**config.mk**
```make
export PLATFORM = sky130hd
export DESIGN_NAME = pc_sequencer
export DESIGN_NICKNAME = d
export VERILOG_FILES = /design/src/rtl/pc_sequencer.sv
export SDC_FILE = /design/constraint.sdc
export NUM_CORES = 1
export LEC_CHECK = 0
export ABC_AREA = 1
export CAP_MARGIN = 40
export CORE_UTILIZATION = 54
export CTS_CLUSTER_DIAMETER = 40
export DETAILED_ROUTE_END_ITERATION = 10
export GPL_ROUTABILITY_DRIVEN = 0
export PLACE_DENSITY = 0.94
export SLEW_MARGIN = 20
export SYNTH_ARGS = -nofsm -noshare
export SYNTH_HDL_FRONTEND = slang
export SYNTH_SLANG_ARGS = --single-unit
```
**constraint.sdc**
```tcl
create_clock -name clock -period 3.64 [get_ports clock]
set_input_delay 0.91 -clock clock [delete_from_list [all_inputs] [get_ports clock]]
set_output_delay 0.91 -clock clock [all_outputs]
set_load 0.02 [all_outputs]
```
**src/rtl/pc_sequencer.sv**
```systemverilog
// pc_sequencer: multi-cycle control FSM for the 16-bit MIPS machine.
// It sequences FETCH/DECODE/EXEC/MEM/WB, latches the instruction register,
// drives next_pc/pc_write, and bounds every memory wait with a timeout that
// faults the machine into HALT.
module pc_sequencer #(
  parameter int unsigned TIMEOUT = 15
) (
  input  logic        clock,
  input  logic        reset,
  input  logic [15:0] pc,
  input  logic [15:0] mem_rdata,
  input  logic        mem_ready,
  input  logic        alu_zero,
  output logic [15:0] next_pc,
  output logic        pc_write,
  output logic [15:0] ir,
  output logic        mem_read,
  output logic        mem_write,
  output logic        mem_sel,
  output logic        alu_src_imm,
  output logic        mem_to_reg,
  output logic        reg_write,
  output logic [2:0]  state,
  output logic        halted,
  output logic        fault
);

  typedef enum logic [2:0] {
    S_FETCH  = 3'd0,
    S_DECODE = 3'd1,
    S_EXEC   = 3'd2,
    S_MEM    = 3'd3,
    S_WB     = 3'd4,
    S_HALT   = 3'd5
  } state_t;

  localparam logic [3:0] OP_RTYPE = 4'd0;
  localparam logic [3:0] OP_ADDI  = 4'd1;
  localparam logic [3:0] OP_LW    = 4'd2;
  localparam logic [3:0] OP_SW    = 4'd3;
  localparam logic [3:0] OP_BEQ   = 4'd4;
  localparam logic [3:0] OP_BNE   = 4'd5;
  localparam logic [3:0] OP_J     = 4'd6;
  localparam logic [3:0] OP_HALT  = 4'd15;

  // The wait that would bring the counter up to TIMEOUT is the faulting one.
  localparam logic [7:0] WAIT_LIMIT = 8'(TIMEOUT - 1);

  state_t      state_q, state_d;
  logic [15:0] ir_q;
  logic [7:0]  wait_cnt;
  logic        fault_q;
  logic        timeout;
  logic        pc_write_raw;
  logic [3:0]  opcode;
  logic [15:0] pc_plus2;
  logic [15:0] branch_target;
  logic [15:0] jump_target;

  assign opcode        = ir_q[15:12];
  assign pc_plus2      = pc + 16'd2;
  // Offset counts instructions, so it is sign-extended and scaled by 2.
  assign branch_target = pc + {{7{ir_q[7]}}, ir_q[7:0], 1'b0};
  assign jump_target   = {pc[15:13], ir_q[11:0], 1'b0};

  // Next-state and control decode from the current state and instruction.
  always_comb begin
    // NOTE: every output gets a default first so no path leaves one unassigned
    // (that would infer a latch).
    state_d      = state_q;
    next_pc      = pc_plus2;
    pc_write_raw = 1'b0;
    mem_read     = 1'b0;
    mem_write    = 1'b0;
    mem_sel      = 1'b0;
    alu_src_imm  = 1'b0;
    mem_to_reg   = 1'b0;
    reg_write    = 1'b0;
    timeout      = 1'b0;
    case (state_q)
      S_FETCH: begin
        mem_read = 1'b1;
        if (mem_ready) begin
          pc_write_raw = 1'b1;
          state_d      = S_DECODE;
        end else if (wait_cnt == WAIT_LIMIT) begin
          timeout = 1'b1;
          state_d = S_HALT;
        end
      end
      S_DECODE: begin
        case (opcode)
          OP_J: begin
            pc_write_raw = 1'b1;
            next_pc      = jump_target;
            state_d      = S_FETCH;
          end
          OP_HALT: state_d = S_HALT;
          OP_RTYPE, OP_ADDI, OP_LW, OP_SW, OP_BEQ, OP_BNE: state_d = S_EXEC;
          default: state_d = S_FETCH;
        endcase
      end
      S_EXEC: begin
        alu_src_imm = (opcode == OP_ADDI) || (opcode == OP_LW) || (opcode == OP_SW);
        case (opcode)
          OP_BEQ, OP_BNE: begin
            if ((opcode == OP_BEQ) == alu_zero) begin
              pc_write_raw = 1'b1;
              next_pc      = branch_target;
            end
            state_d = S_FETCH;
          end
          OP_LW, OP_SW: state_d = S_MEM;
          default: state_d = S_WB;
        endcase
      end
      S_MEM: begin
        mem_sel   = 1'b1;
        mem_read  = (opcode == OP_LW);
        mem_write = (opcode == OP_SW);
        if (mem_ready) begin
          state_d = (opcode == OP_LW) ? S_WB : S_FETCH;
        end else if (wait_cnt == WAIT_LIMIT) begin
          timeout = 1'b1;
          state_d = S_HALT;
        end
      end
      S_WB: begin
        reg_write  = 1'b1;
        mem_to_reg = (opcode == OP_LW);
        state_d    = S_FETCH;
      end
      S_HALT: state_d = S_HALT;
      default: state_d = S_FETCH;
    endcase
  end

  // PC loads are held off while reset is asserted.
  assign pc_write = pc_write_raw & ~reset;
  assign ir       = ir_q;
  assign state    = state_q;
  assign halted   = (state_q == S_HALT);
  assign fault    = fault_q;

  // State register, instruction latch, sticky fault flag.
  always_ff @(posedge clock or posedge reset) begin
    if (reset) begin
      state_q <= S_FETCH;
      ir_q    <= 16'h0000;
      fault_q <= 1'b0;
    end else begin
      // NOTE: sequential state is updated with non-blocking assignments so all
      // registers see pre-edge values regardless of statement order.
      state_q <= state_d;
      if (state_q == S_FETCH && mem_ready) ir_q <= mem_rdata;
      if (timeout) fault_q <= 1'b1;
    end
  end

  // Memory wait counter: counts stalled FETCH/MEM cycles, clears on a state change.
  always_ff @(posedge clock or posedge reset) begin
    if (reset) begin
      wait_cnt <= 8'd0;
    end else if (state_d != state_q) begin
      wait_cnt <= 8'd0;
    end else if ((state_q == S_FETCH || state_q == S_MEM) && !mem_ready) begin
      wait_cnt <= wait_cnt + 8'd1;
    end
  end

endmodule

```
==> impl_summary.txt, run 1 <==
----------------------------------------------------
[Status]
  Status ... finished clean

[Die]
  Die Span Y ... 76.36 um
  Placeable core region ... 5205 sq um
  Die width ... 76.36 um
  Starting density of the core ... 57.36%
  I/O pins ... 80
  Area of the die ... 5830 sq um
  Number of rows in the core area ... 26

[Global routing]
  Wire length of the first global-routing pass ... 18570 um
  Via count of the first global-routing pass ... 3953
  Remaining global-route overflow ... 0
  Total routing resource utilization after global routing ... 39.87%
  Largest net degree at the start of global routing ... 22
  Initial antenna violation count ... 0

[Clock network]
  Clk root buf ... sky130_fd_sc_hd__clkbuf_8
  Clock Sinks ... 28
  Clock buffers created by TritonCTS ... 3
  CTS tree ... yes
  Cts hold-fix bufs ... 0
  Maximum count of clock buffers along a single path ... 2
  Clock slew at the register clock pins of the worst setup and hold paths ... 0.10 ns
  H-Tree Depth ... 1
  Clock latency on the worst-skew pair ... 0.28 ns

[Synth]
  Number of synthesis warnings ... 0
  Synth Instances ... 462
  Async set-reset flop share out of synthesis ... 100.0%
  Combined area of all synthesized cells ... 2985 sq um
  Top cell type by total area after synthesis ... sky130_fd_sc_hd__dfrtp_1
  Syn Nets ... 516
  Top-area cell type share of the netlist area ... 23.47%
  Post-synth EDFFs ... 0
  Commonest cells post-synth ... sky130_fd_sc_hd__nand2_1, sky130_fd_sc_hd__inv_1, sky130_fd_sc_hd__nor2_1, sky130_fd_sc_hd__nand3_1, sky130_fd_sc_hd__dfrtp_1
  Sequential fraction of the synthesis area ... 23.47%
  Post-synthesis cell type count ... 32
  Total of flip-flops plus latches after synthesis ... 28
  Most frequent cell after synthesis ... sky130_fd_sc_hd__nand2_1
  Primary FF master, synth ... sky130_fd_sc_hd__dfrtp_1
  Synth area leaders ... sky130_fd_sc_hd__dfrtp_1, sky130_fd_sc_hd__nand2_1, sky130_fd_sc_hd__inv_1
  Mean area per synthesized cell ... 6.462 sq um

[Worst hold path]
  Type of the tightest min-delay check ... reg -> reg
  Source of the worst hold timing path ... fault

[Timing]
  Least-Margin Pin Slew ... 0.8315 ns
  Max-slew headroom ... 44.57%
  Final sum of negative setup slack ... 0 ns
  Hold slack ... 0.4816 ns
  Highest Clock Rate ... 0.2771 GHz
  Post-route fraction of the period consumed by the critical path ... 99.15%
  Final count of negative-setup-slack endpoints ... 0
  Setup clock skew after layout ... 0.01567 ns
  Slew Limit Fails ... 0
  Unrepaired setup endpoints after global routing ... yes
  Final hold violation count ... 0
  Post-layout minimum cycle time ... 3.609 ns

[Finish]
  Inserted Diodes ... 0
  Final Util ... 85.63%
  Share of layout cells above drive strength 1 ... 24.11%
  Area overhead of the layout relative to synthesis ... 49.29%
  NumNets Final ... 644

[Critical path]
  Critical Path Start Type ... input port
  Setup crit start ... pc[12]
  Critical path capture point type ... output pin
  Endpoint arrival time on the critical path ... 2.70 ns
  Reg-to-reg setup timing slack ... 1.52 ns
  Startpoint of the worst-slack reg-to-reg timing path ... state[1]
  Critical path fanouts, max ... 4
  Endpoint required time on the critical path ... 2.73 ns
  Worst setup path class ... in -> out

[Power]
  P per Cell Area ... 743.1 nW/um^2
  Worst-case vdd ir drop ... 0.5142 mV
  Leakage power ... 0.002256 uW

[Drt]
  Drt first pass iters ... 6
  Vias after detailed routing ... 4089
  Iter 0 DRT Violations ... 559
  Routed length per placed instance ... 18.37 um
  Remaining antenna violation count ... 0
  Overall routed net length ... 12110 um
  Vias per std cell ... 6.205
  DRC ... 0

[Run]
  Max-Cap Viols ... 0

[Placed design]
  I/O Buffers ... 79
  HPWL after detailed placement ... 8181 um

----------------------------------------------------
-- layout by cell type (no fill, tap or decap), types with 2 or more instances in the layout --
cell type                         count
sky130_fd_sc_hd__a21oi_1             14
sky130_fd_sc_hd__a21oi_2              4
sky130_fd_sc_hd__a22oi_1              4
sky130_fd_sc_hd__buf_2                6
sky130_fd_sc_hd__buf_4               48
sky130_fd_sc_hd__clkbuf_2             4
sky130_fd_sc_hd__clkbuf_8             4
sky130_fd_sc_hd__clkdlybuf4s15_1      2
sky130_fd_sc_hd__clkdlybuf4s15_2      2
sky130_fd_sc_hd__clkdlybuf4s50_1     52
sky130_fd_sc_hd__dfrtp_1             28
sky130_fd_sc_hd__dlygate4sd2_1        5
sky130_fd_sc_hd__dlymetal6s2s_1       5
sky130_fd_sc_hd__ha_1                 4
sky130_fd_sc_hd__ha_4                13
sky130_fd_sc_hd__inv_1               66
sky130_fd_sc_hd__inv_2                5
sky130_fd_sc_hd__mux2_2              12
sky130_fd_sc_hd__nand2_1            138
sky130_fd_sc_hd__nand2_2             11
sky130_fd_sc_hd__nand2_4              4
sky130_fd_sc_hd__nand3_1             33
sky130_fd_sc_hd__nand3_2              4
sky130_fd_sc_hd__nand3b_1             2
sky130_fd_sc_hd__nand4_1              5
sky130_fd_sc_hd__nor2_1              42
sky130_fd_sc_hd__nor2_2               7
sky130_fd_sc_hd__nor2_4               3
sky130_fd_sc_hd__nor3_1               4
sky130_fd_sc_hd__nor3_2               8
sky130_fd_sc_hd__nor4_1               2
sky130_fd_sc_hd__o211ai_1             4
sky130_fd_sc_hd__o21ai_0              9
sky130_fd_sc_hd__o21ai_1              4
sky130_fd_sc_hd__o22ai_1              2
sky130_fd_sc_hd__xnor2_1              3
sky130_fd_sc_hd__xor2_1              17
-- critical path: stages --
cell,delay [ns]
sky130_fd_sc_hd__clkdlybuf4s50_1,0.54
sky130_fd_sc_hd__buf_4,0.16
sky130_fd_sc_hd__nand2_1,0.10
sky130_fd_sc_hd__nor2_1,0.15
sky130_fd_sc_hd__nand2_1,0.08
sky130_fd_sc_hd__nor2_2,0.15
sky130_fd_sc_hd__xor2_1,0.20
sky130_fd_sc_hd__a21oi_1,0.09
sky130_fd_sc_hd__nand2_1,0.07
sky130_fd_sc_hd__nand2_1,0.07
sky130_fd_sc_hd__buf_4,0.16
-- final timing paths --
kind | endpoint | cells past startpoint
min | fault | 2
max reg2reg | wait_cnt[7] | 10
max | next_pc[14] | 11
max in group asynchronous | wait_cnt[2] | 3
min in group asynchronous | ir[12] | 2
min reg2reg | fault | 2
-- registers in the layout (all words and copies together) (netlist names) --
signal / cells
fault: 1
ir: 16
state: 3
wait_cnt: 8
-- kinds of logic (layout without fill, tap and decap cells) --
logic type / count (synthesis) / in the layout / synth area share, %
compound gates: 42 / 42 / 7.879
simple gates: 266 / 266 / 40.57
mux: 12 / 12 / 4.526
flops: 28 / 28 / 23.47
xor+xnor: 21 / 21 / 6.161
fa+ha+maj: 18 / 18 / 7.795
buf+inv: 75 / 202 / 9.597
-- what timing repair did --
item / 4_1_cts / 5_1_grt
setup buffers: 2 / 0
pin swaps: 5 / 4
setup endpoints to repair: 16 / 15
gates resized for setup: 75 / 34
-- per-stage QoR --
stage               setup slack [ns]  power [uW]  instances  area, sq um
floorplan                     0.3825        1844        462         2985
global placement             -0.5171        2641        652         4179
detailed placement           -0.6364        2757        653         4194
CTS                         -0.02804        3052        659         4324
global route                -0.04247        3476        659         4457
finish                       0.03108        3312        659         4457
-- where the power goes --
part / internal (uW) / total, uW / switching, uW / leakage (uW)
Sequential: 421 / 646 / 225 / 0.000343
Clock: 96.9 / 193 / 95.9 / 0.0000288
Combinational: 1050 / 2470 / 1420 / 0.00188
Total: 1570 / 3310 / 1740 / 0.00226
-- layer usage --
layer | part of all wire (%) | GRT usage, % | up-vias
met4 | 8.0 | 25.19 | 0
met1 | 34 | 45.58 | 1857
li1 | - | - | 1728
met5 | 0 | 0 | -
met2 | 48 | 69.82 | 383
met3 | 9.9 | 5.389 | 121
-- area by class of cell --
type	instances	area (sq um)
clock buffers	4	55.05
fillers	255	748.2
inverters	72	271.5
multi-input cells	359	2236
flip-flops and latches	28	700.7
well taps	70	87.58
repair buffers	126	1106
(Power assumes the default switching activity.)
==> run 2, diff against run 1 <==
--- a/config.mk
+++ b/config.mk
@@ -7,11 +7,14 @@
 export LEC_CHECK = 0
 export ABC_AREA = 1
 export CAP_MARGIN = 40
-export CORE_UTILIZATION = 54
-export CTS_CLUSTER_DIAMETER = 40
+export CELL_PAD_IN_SITES_DETAIL_PLACEMENT = 0
+export CELL_PAD_IN_SITES_GLOBAL_PLACEMENT = 1
+export CORE_UTILIZATION = 37
+export CTS_CLUSTER_DIAMETER = 100
 export DETAILED_ROUTE_END_ITERATION = 10
 export GPL_ROUTABILITY_DRIVEN = 0
 export PLACE_DENSITY = 0.94
+export SKIP_CTS_REPAIR_TIMING = 1
 export SLEW_MARGIN = 20
 export SYNTH_ARGS = -nofsm -noshare
 export SYNTH_HDL_FRONTEND = slang
==> run 2 against run 1 <==
Effect of this change: clock-buffer cell count decreased by 1; sequential share of layout area decreased by 0.43 points; largest power group unchanged; setup slack improved by 0.027 ns; utilization decreased by 27 points; sequential power decreased by 5.7%.
==> impl_summary.txt, run 2 (same netlist as run 1, synthesis figures left out) <==
----------------------------------------------------
[Critical path]
  Reg-to-reg setup timing slack ... 1.76 ns
  Highest-delay cell along the critical path ... sky130_fd_sc_hd__clkdlybuf4s50_1
  Worst setup path class ... in -> out
  Critical Path Start Type ... input port
  Critical path fanouts, max ... 5
  Critical path capture point type ... output pin
  Startpoint of the worst-slack reg-to-reg timing path ... state[0]
  Endpoint required time on the critical path ... 2.73 ns
  Most frequent cell on the critical path ... sky130_fd_sc_hd__nand2_1
  List of cells traversed by the critical path ... clkdlybuf4s50_1 -> ha_4 -> nand2_1 -> nand2_1 -> nand2_1 -> nand3_2 -> buf_4 -> nor2_1 -> o22ai_1 -> nand2_1 -> nand2_1 -> buf_2
  Delay of the slowest cell on the worst path ... 0.54 ns
  Depth of the worst register-to-register path ... 10
  Endpoint arrival time on the critical path ... 2.67 ns
  Worst reg2reg path endpoint ... wait_cnt[1]

[Clock network]
  CTS tree ... yes
  Clock slew at the register clock pins of the worst setup and hold paths ... 0.09 ns
  Clock buffers created by TritonCTS ... 3
  Clock latency on the worst-skew pair ... 0.27 ns
  Clock Sinks ... 28
  H-Tree Depth ... 1
  Clk root buf ... sky130_fd_sc_hd__clkbuf_8
  Maximum count of clock buffers along a single path ... 2

[Die]
  Die Span Y ... 91.83 um
  Starting density of the core ... 38.43%
  I/O pins ... 80
  Area of the die ... 8432 sq um
  Placeable core region ... 7767 sq um
  Number of rows in the core area ... 32
  Die width ... 91.83 um

[Power]
  P per Cell Area ... 696.0 nW/um^2
  Net Sw Frac ... 49.11%
  Relative contribution of combinational cells to total power ... 73.2%
  Worst-case vdd ir drop ... 0.5408 mV
  Net switching power ... 1567 uW
  Fraction of power consumed by the clock network ... 7.7%
  Leakage power ... 0.002370 uW
  Portion of total power attributed to sequential cells ... 19.1%
  Power Internal ... 1623 uW

[Global routing]
  Wire length of the first global-routing pass ... 15060 um
  Routing usage on met1 ... 28.02%
  Remaining global-route overflow ... 0
  Via count of the first global-routing pass ... 3360
  Initial antenna violation count ... 0
  Global-route track usage on met2 ... 39.35%
  Largest net degree at the start of global routing ... 29
  Global routing met3 resource utilization ... 1.658%
  Total routing resource utilization after global routing ... 21.93%
  Global routing's busiest layer ... met2

[Drt]
  Remaining antenna violation count ... 0
  Overall routed net length ... 9412 um
  Routed length per placed instance ... 13.46 um
  Vias after detailed routing ... 3410
  Iter 0 DRT Violations ... 141
  Drt first pass iters ... 4
  Vias per std cell ... 4.878
  DRC ... 0

[Placed design]
  Post-Place Setup Slack ... -0.5980 ns
  HPWL after detailed placement ... 7493 um
  I/O Buffers ... 79

[Worst hold path]
  Source of the worst hold timing path ... fault
  Worst hold path cell count ... 2
  Worst Hold End ... fault
  Type of the tightest min-delay check ... reg -> reg

[Timing]
  Max-slew headroom ... 58.82%
  Post-route fraction of the period consumed by the critical path ... 98.40%
  Final hold violation count ... 0
  Setup clock skew after layout ... 0.008512 ns
  Post-layout minimum cycle time ... 3.582 ns
  Highest Clock Rate ... 0.2792 GHz
  Final count of negative-setup-slack endpoints ... 0
  Least-Margin Pin Slew ... 0.6177 ns
  Worst setup margin ... 0.05808 ns
  Final sum of negative setup slack ... 0 ns
  Slew Limit Fails ... 0
  Unrepaired setup endpoints after global routing ... yes

[Finish]
  Max FFs per register ... 16
  Inserted Diodes ... 0
  Most common cell after layout, fill and taps aside ... sky130_fd_sc_hd__nand2_1
  Most used cells in the layout excluding fill and tap cells ... sky130_fd_sc_hd__nand2_1, sky130_fd_sc_hd__inv_1, sky130_fd_sc_hd__buf_4
  Share of layout cells above drive strength 1 ... 24.96%
  Area overhead of the layout relative to synthesis ... 53.52%
  NumNets Final ... 652

[Run]
  Max-Cap Viols ... 0

[Status]
  Status ... finished clean

----------------------------------------------------
==> run 2: layer usage <==
layer	wire length (um)	share of wire [%]
met1	4072	43
met2	4565	49
met3	474	5.0
met4	299	3.2
met5	0	0
==> run 2: per-stage QoR <==
| stage | utilization, % | power [uW] | hold WS, ns | area, sq um | instances |
|---|---|---|---|---|---|
| 5_1_grt | 59.00 | 3439 | 0.5078 | 4583 | 699 |
| 3_3_place_gp | 55.19 | 2728 | 0.4537 | 4287 | 693 |
| 2_1_floorplan | - | 1844 | 0.5643 | 2985 | 462 |
| 3_5_place_dp | 55.19 | 2754 | 0.4493 | 4287 | 693 |
| 6_report | 59.00 | 3190 | 0.4785 | 4583 | 699 |
| 4_1_cts | 56.11 | 3015 | 0.4827 | 4358 | 697 |
==> run 2: area by class of cell <==
| cell class | count | area, sq um |
|---|---|---|
| Multi-Input combinational cell | 359 | 2221 |
| Fill cell | 738 | 3184 |
| Sequential cell | 28 | 700.7 |
| Clock buffer | 3 | 41.29 |
| Inverter | 72 | 271.5 |
| Clock inverter | 1 | 30.03 |
| Tap cell | 102 | 127.6 |
| Timing Repair Buffer | 134 | 1191 |
==> run 2: worst max path at each step <==
stage,to,from,slack [ns]
floorplan,next_pc[9],pc[1],0.38
global placement,next_pc[13],pc[1],-0.58
detailed placement,next_pc[9],pc[1],-0.60
CTS,next_pc[9],pc[1],-0.61
global route,next_pc[15],pc[4],-0.07
finish,next_pc[7],pc[4],0.06
==> run 2: worst max-delay path: cells and delay by family <==
family	cells	cell delay (ns)
adder cells (fa/ha/maj)	1	0.24
AND/OR/NAND/NOR	7	0.59
buffers and inverters	3	0.85
AO/OA/AOI/OAI	1	0.08
==> run 2: power groups by stage <==
| stage | sequential, uW | clock (uW) | combinational (uW) |
|---|---|---|---|
| floorplan | 680 | 0 | 1160 |
| global placement | 586 | 0 | 2140 |
| detailed placement | 590 | 0 | 2160 |
| CTS | 586 | 251 | 2180 |
| global route | 627 | 263 | 2550 |
| finish | 609 | 246 | 2330 |
==> run 3, diff against run 2 <==
--- a/config.mk
+++ b/config.mk
@@ -9,11 +9,11 @@
 export CAP_MARGIN = 40
 export CELL_PAD_IN_SITES_DETAIL_PLACEMENT = 0
 export CELL_PAD_IN_SITES_GLOBAL_PLACEMENT = 1
-export CORE_UTILIZATION = 37
+export CORE_UTILIZATION = 34
 export CTS_CLUSTER_DIAMETER = 100
 export DETAILED_ROUTE_END_ITERATION = 10
 export GPL_ROUTABILITY_DRIVEN = 0
-export PLACE_DENSITY = 0.94
+export PLACE_DENSITY = 0.86
 export SKIP_CTS_REPAIR_TIMING = 1
 export SLEW_MARGIN = 20
 export SYNTH_ARGS = -nofsm -noshare
==> constraint.sdc (replaced) <==
create_clock -name clock -period 3.5 [get_ports clock]
set_input_delay 0.875 -clock clock [delete_from_list [all_inputs] [get_ports clock]]
set_output_delay 0.875 -clock clock [all_outputs]
set_load 0.02 [all_outputs]
==> run 3 against run 2 <==
Effect of this change: setup slack improved by 0.084 ns; routed wire length increased by 3.8%; non-clock buffer count increased by 7; critical path type unchanged; critical endpoint is now next_pc[9]; highest routed layer unchanged.
==> impl_summary.txt, run 3 (same netlist as run 1, synthesis figures left out) <==
----------------------------------------------------
[Status]
  Status ... finished clean

[Critical path]
  Highest-delay cell along the critical path ... sky130_fd_sc_hd__clkdlybuf4s50_1
  Worst reg2reg path endpoint ... wait_cnt[0]
  List of cells traversed by the critical path ... clkdlybuf4s50_1 -> nand3b_1 -> nand2_1 -> nor2_4 -> nand2_2 -> nand2_2 -> inv_1 -> nand2_1 -> o211ai_1 -> dlymetal6s2s_1
  Endpoint arrival time on the critical path ... 2.48 ns
  Critical path fanouts, max ... 7
  Critical path capture point type ... output pin
  Critical Path Start Type ... input port
  Reg-to-reg setup timing slack ... 1.65 ns
  Worst setup path endpoint ... next_pc[9]
  Setup crit start ... alu_zero
  Endpoint required time on the critical path ... 2.62 ns
  Depth of the worst register-to-register path ... 10
  Startpoint of the worst-slack reg-to-reg timing path ... state[0]
  Worst setup path class ... in -> out
  Crit path max-delay family ... buffers and inverters
  Stages on the worst setup path ... 10
  Delay of the slowest cell on the worst path ... 0.42 ns
  Critical path buffer and inverter count ... 3

[Power]
  Net switching power ... 1636 uW
  Leakage power ... 0.002483 uW
  Total Power ... 3348 uW
  Net Sw Frac ... 48.86%
  Relative contribution of combinational cells to total power ... 73.3%
  Fraction of power consumed by the clock network ... 7.7%
  Power Internal ... 1712 uW
  Portion of total power attributed to sequential cells ... 19.0%
  P per Cell Area ... 709.8 nW/um^2
  Worst-case vdd ir drop ... 0.5705 mV

[Drt]
  Remaining antenna violation count ... 0
  DRC ... 0
  Vias per std cell ... 4.866
  Routed length per placed instance ... 13.78 um
  Vias after detailed routing ... 3450
  Iter 0 DRT Violations ... 115
  Drt first pass iters ... 4
  Overall routed net length ... 9772 um

[Timing]
  Final count of negative-setup-slack endpoints ... 0
  Unrepaired setup endpoints after global routing ... no
  Max-slew headroom ... 51.36%
  Least-Margin Pin Slew ... 0.7296 ns
  Hold slack ... 0.4944 ns
  Final sum of negative setup slack ... 0 ns
  Highest Clock Rate ... 0.2978 GHz
  Setup clock skew after layout ... 0.004212 ns
  Post-route fraction of the period consumed by the critical path ... 95.95%
  Slew Limit Fails ... 0
  Post-layout minimum cycle time ... 3.358 ns
  Final hold violation count ... 0

[Clock network]
  CTS tree ... yes
  Clock slew at the register clock pins of the worst setup and hold paths ... 0.10 ns
  Clock Sinks ... 28
  Clock buffers created by TritonCTS ... 3
  H-Tree Depth ... 1
  Maximum count of clock buffers along a single path ... 2
  Clk root buf ... sky130_fd_sc_hd__clkbuf_8
  Clock latency on the worst-skew pair ... 0.28 ns

[Global routing]
  Remaining global-route overflow ... 0
  Via count of the first global-routing pass ... 3268
  Wire length of the first global-routing pass ... 15050 um
  Total routing resource utilization after global routing ... 21.14%
  Initial antenna violation count ... 0
  Largest net degree at the start of global routing ... 29

[Finish]
  Fillers ... 813
  Sequential cell area ... 700.7 sq um
  Max FFs per register ... 16
  NumNets Final ... 659
  Final Util ... 56.56%
  Most used cells in the layout excluding fill and tap cells ... sky130_fd_sc_hd__nand2_1, sky130_fd_sc_hd__inv_1, sky130_fd_sc_hd__buf_4
  Most common cell after layout, fill and taps aside ... sky130_fd_sc_hd__nand2_1
  Post-route non-filler standard cell count ... 709
  Inserted Diodes ... 0
  Area of combinational cells with multiple inputs ... 2248 sq um
  Area overhead of the layout relative to synthesis ... 58.00%
  Share of layout cells above drive strength 1 ... 25.17%

[Die]
  I/O pins ... 80
  Starting density of the core ... 35.79%
  Placeable core region ... 8341 sq um
  Number of rows in the core area ... 33
  Die Span Y ... 95.71 um
  Die width ... 95.71 um
  Area of the die ... 9159 sq um

[Worst hold path]
  Worst hold path cell count ... 2
  Type of the tightest min-delay check ... reg -> reg

[Placed design]
  Total instance count after detailed placement ... 704
  HPWL after detailed placement ... 7591 um
  I/O Buffers ... 79

[Run]
  Max-Cap Viols ... 0

----------------------------------------------------
==> run 3: changes by cell type in the layout (fill, tap and decap cells not counted), moves of 3 or more <==
cell                              before  now
sky130_fd_sc_hd__buf_2                 3    0
sky130_fd_sc_hd__clkdlybuf4s50_1      54   49
sky130_fd_sc_hd__dlymetal6s2s_1       13   23
sky130_fd_sc_hd__nor2_4                3    6
==> run 3: per-layer routing <==
| layer | GRT usage, % | vias to the layer above | wire (um) |
|---|---|---|---|
| met2 | 37.80 | 71 | 4840 |
| met4 | 5.100 | 0 | 218 |
| met5 | 0 | - | 0 |
| met1 | 27.61 | 1610 | 4356 |
| li1 | - | 1755 | - |
| met3 | 1.501 | 14 | 356 |
==> run 3: per-stage QoR <==
step | setup WS [ns] | cell area (sq um)
after CTS | -0.6779 | 4422
after global routing | 0.007528 | 4717
after floorplan | 0.3125 | 2985
after global placement | -0.6520 | 4350
after detailed placement | -0.6740 | 4350
final | 0.1419 | 4717
==> run 3: worst min-delay path by stage <==
stage / start / end / slack, ns
after floorplan: wait_cnt[5] / wait_cnt[5] / 0.56
after global placement: fault / fault / 0.45
after detailed placement: fault / fault / 0.47
after CTS: fault / fault / 0.50
after global routing: fault / fault / 0.57
final: fault / fault / 0.49
==> run 3: power groups by stage <==
stage / combinational [uW] / clock, uW / sequential, uW
2_1_floorplan: 1210 / 0 / 707
3_3_place_gp: 2260 / 0 / 609
3_5_place_dp: 2290 / 0 / 614
4_1_cts: 2310 / 261 / 608
5_1_grt: 2700 / 283 / 655
6_report: 2450 / 258 / 637
==> run 3: tightest hold or removal path: cells and delay by family, from the launching register on <==
family / cells / cell delay, ns
AND/OR/NAND/NOR: 1 / 0.05
flip-flops: 1 / 0.37
buffers and inverters: 1 / 0.05
==> run 3: layout make-up <==
| class | instances | area share, % |
|---|---|---|
| Inverter | 72 | 5.756 |
| Sequential cell | 28 | 14.85 |
| Multi-Input combinational cell | 359 | 47.67 |
| Clock buffer | 3 | 0.8753 |
| Tap cell | 105 | 2.785 |
| Timing Repair Buffer | 141 | 27.43 |
| Clock inverter | 1 | 0.6366 |
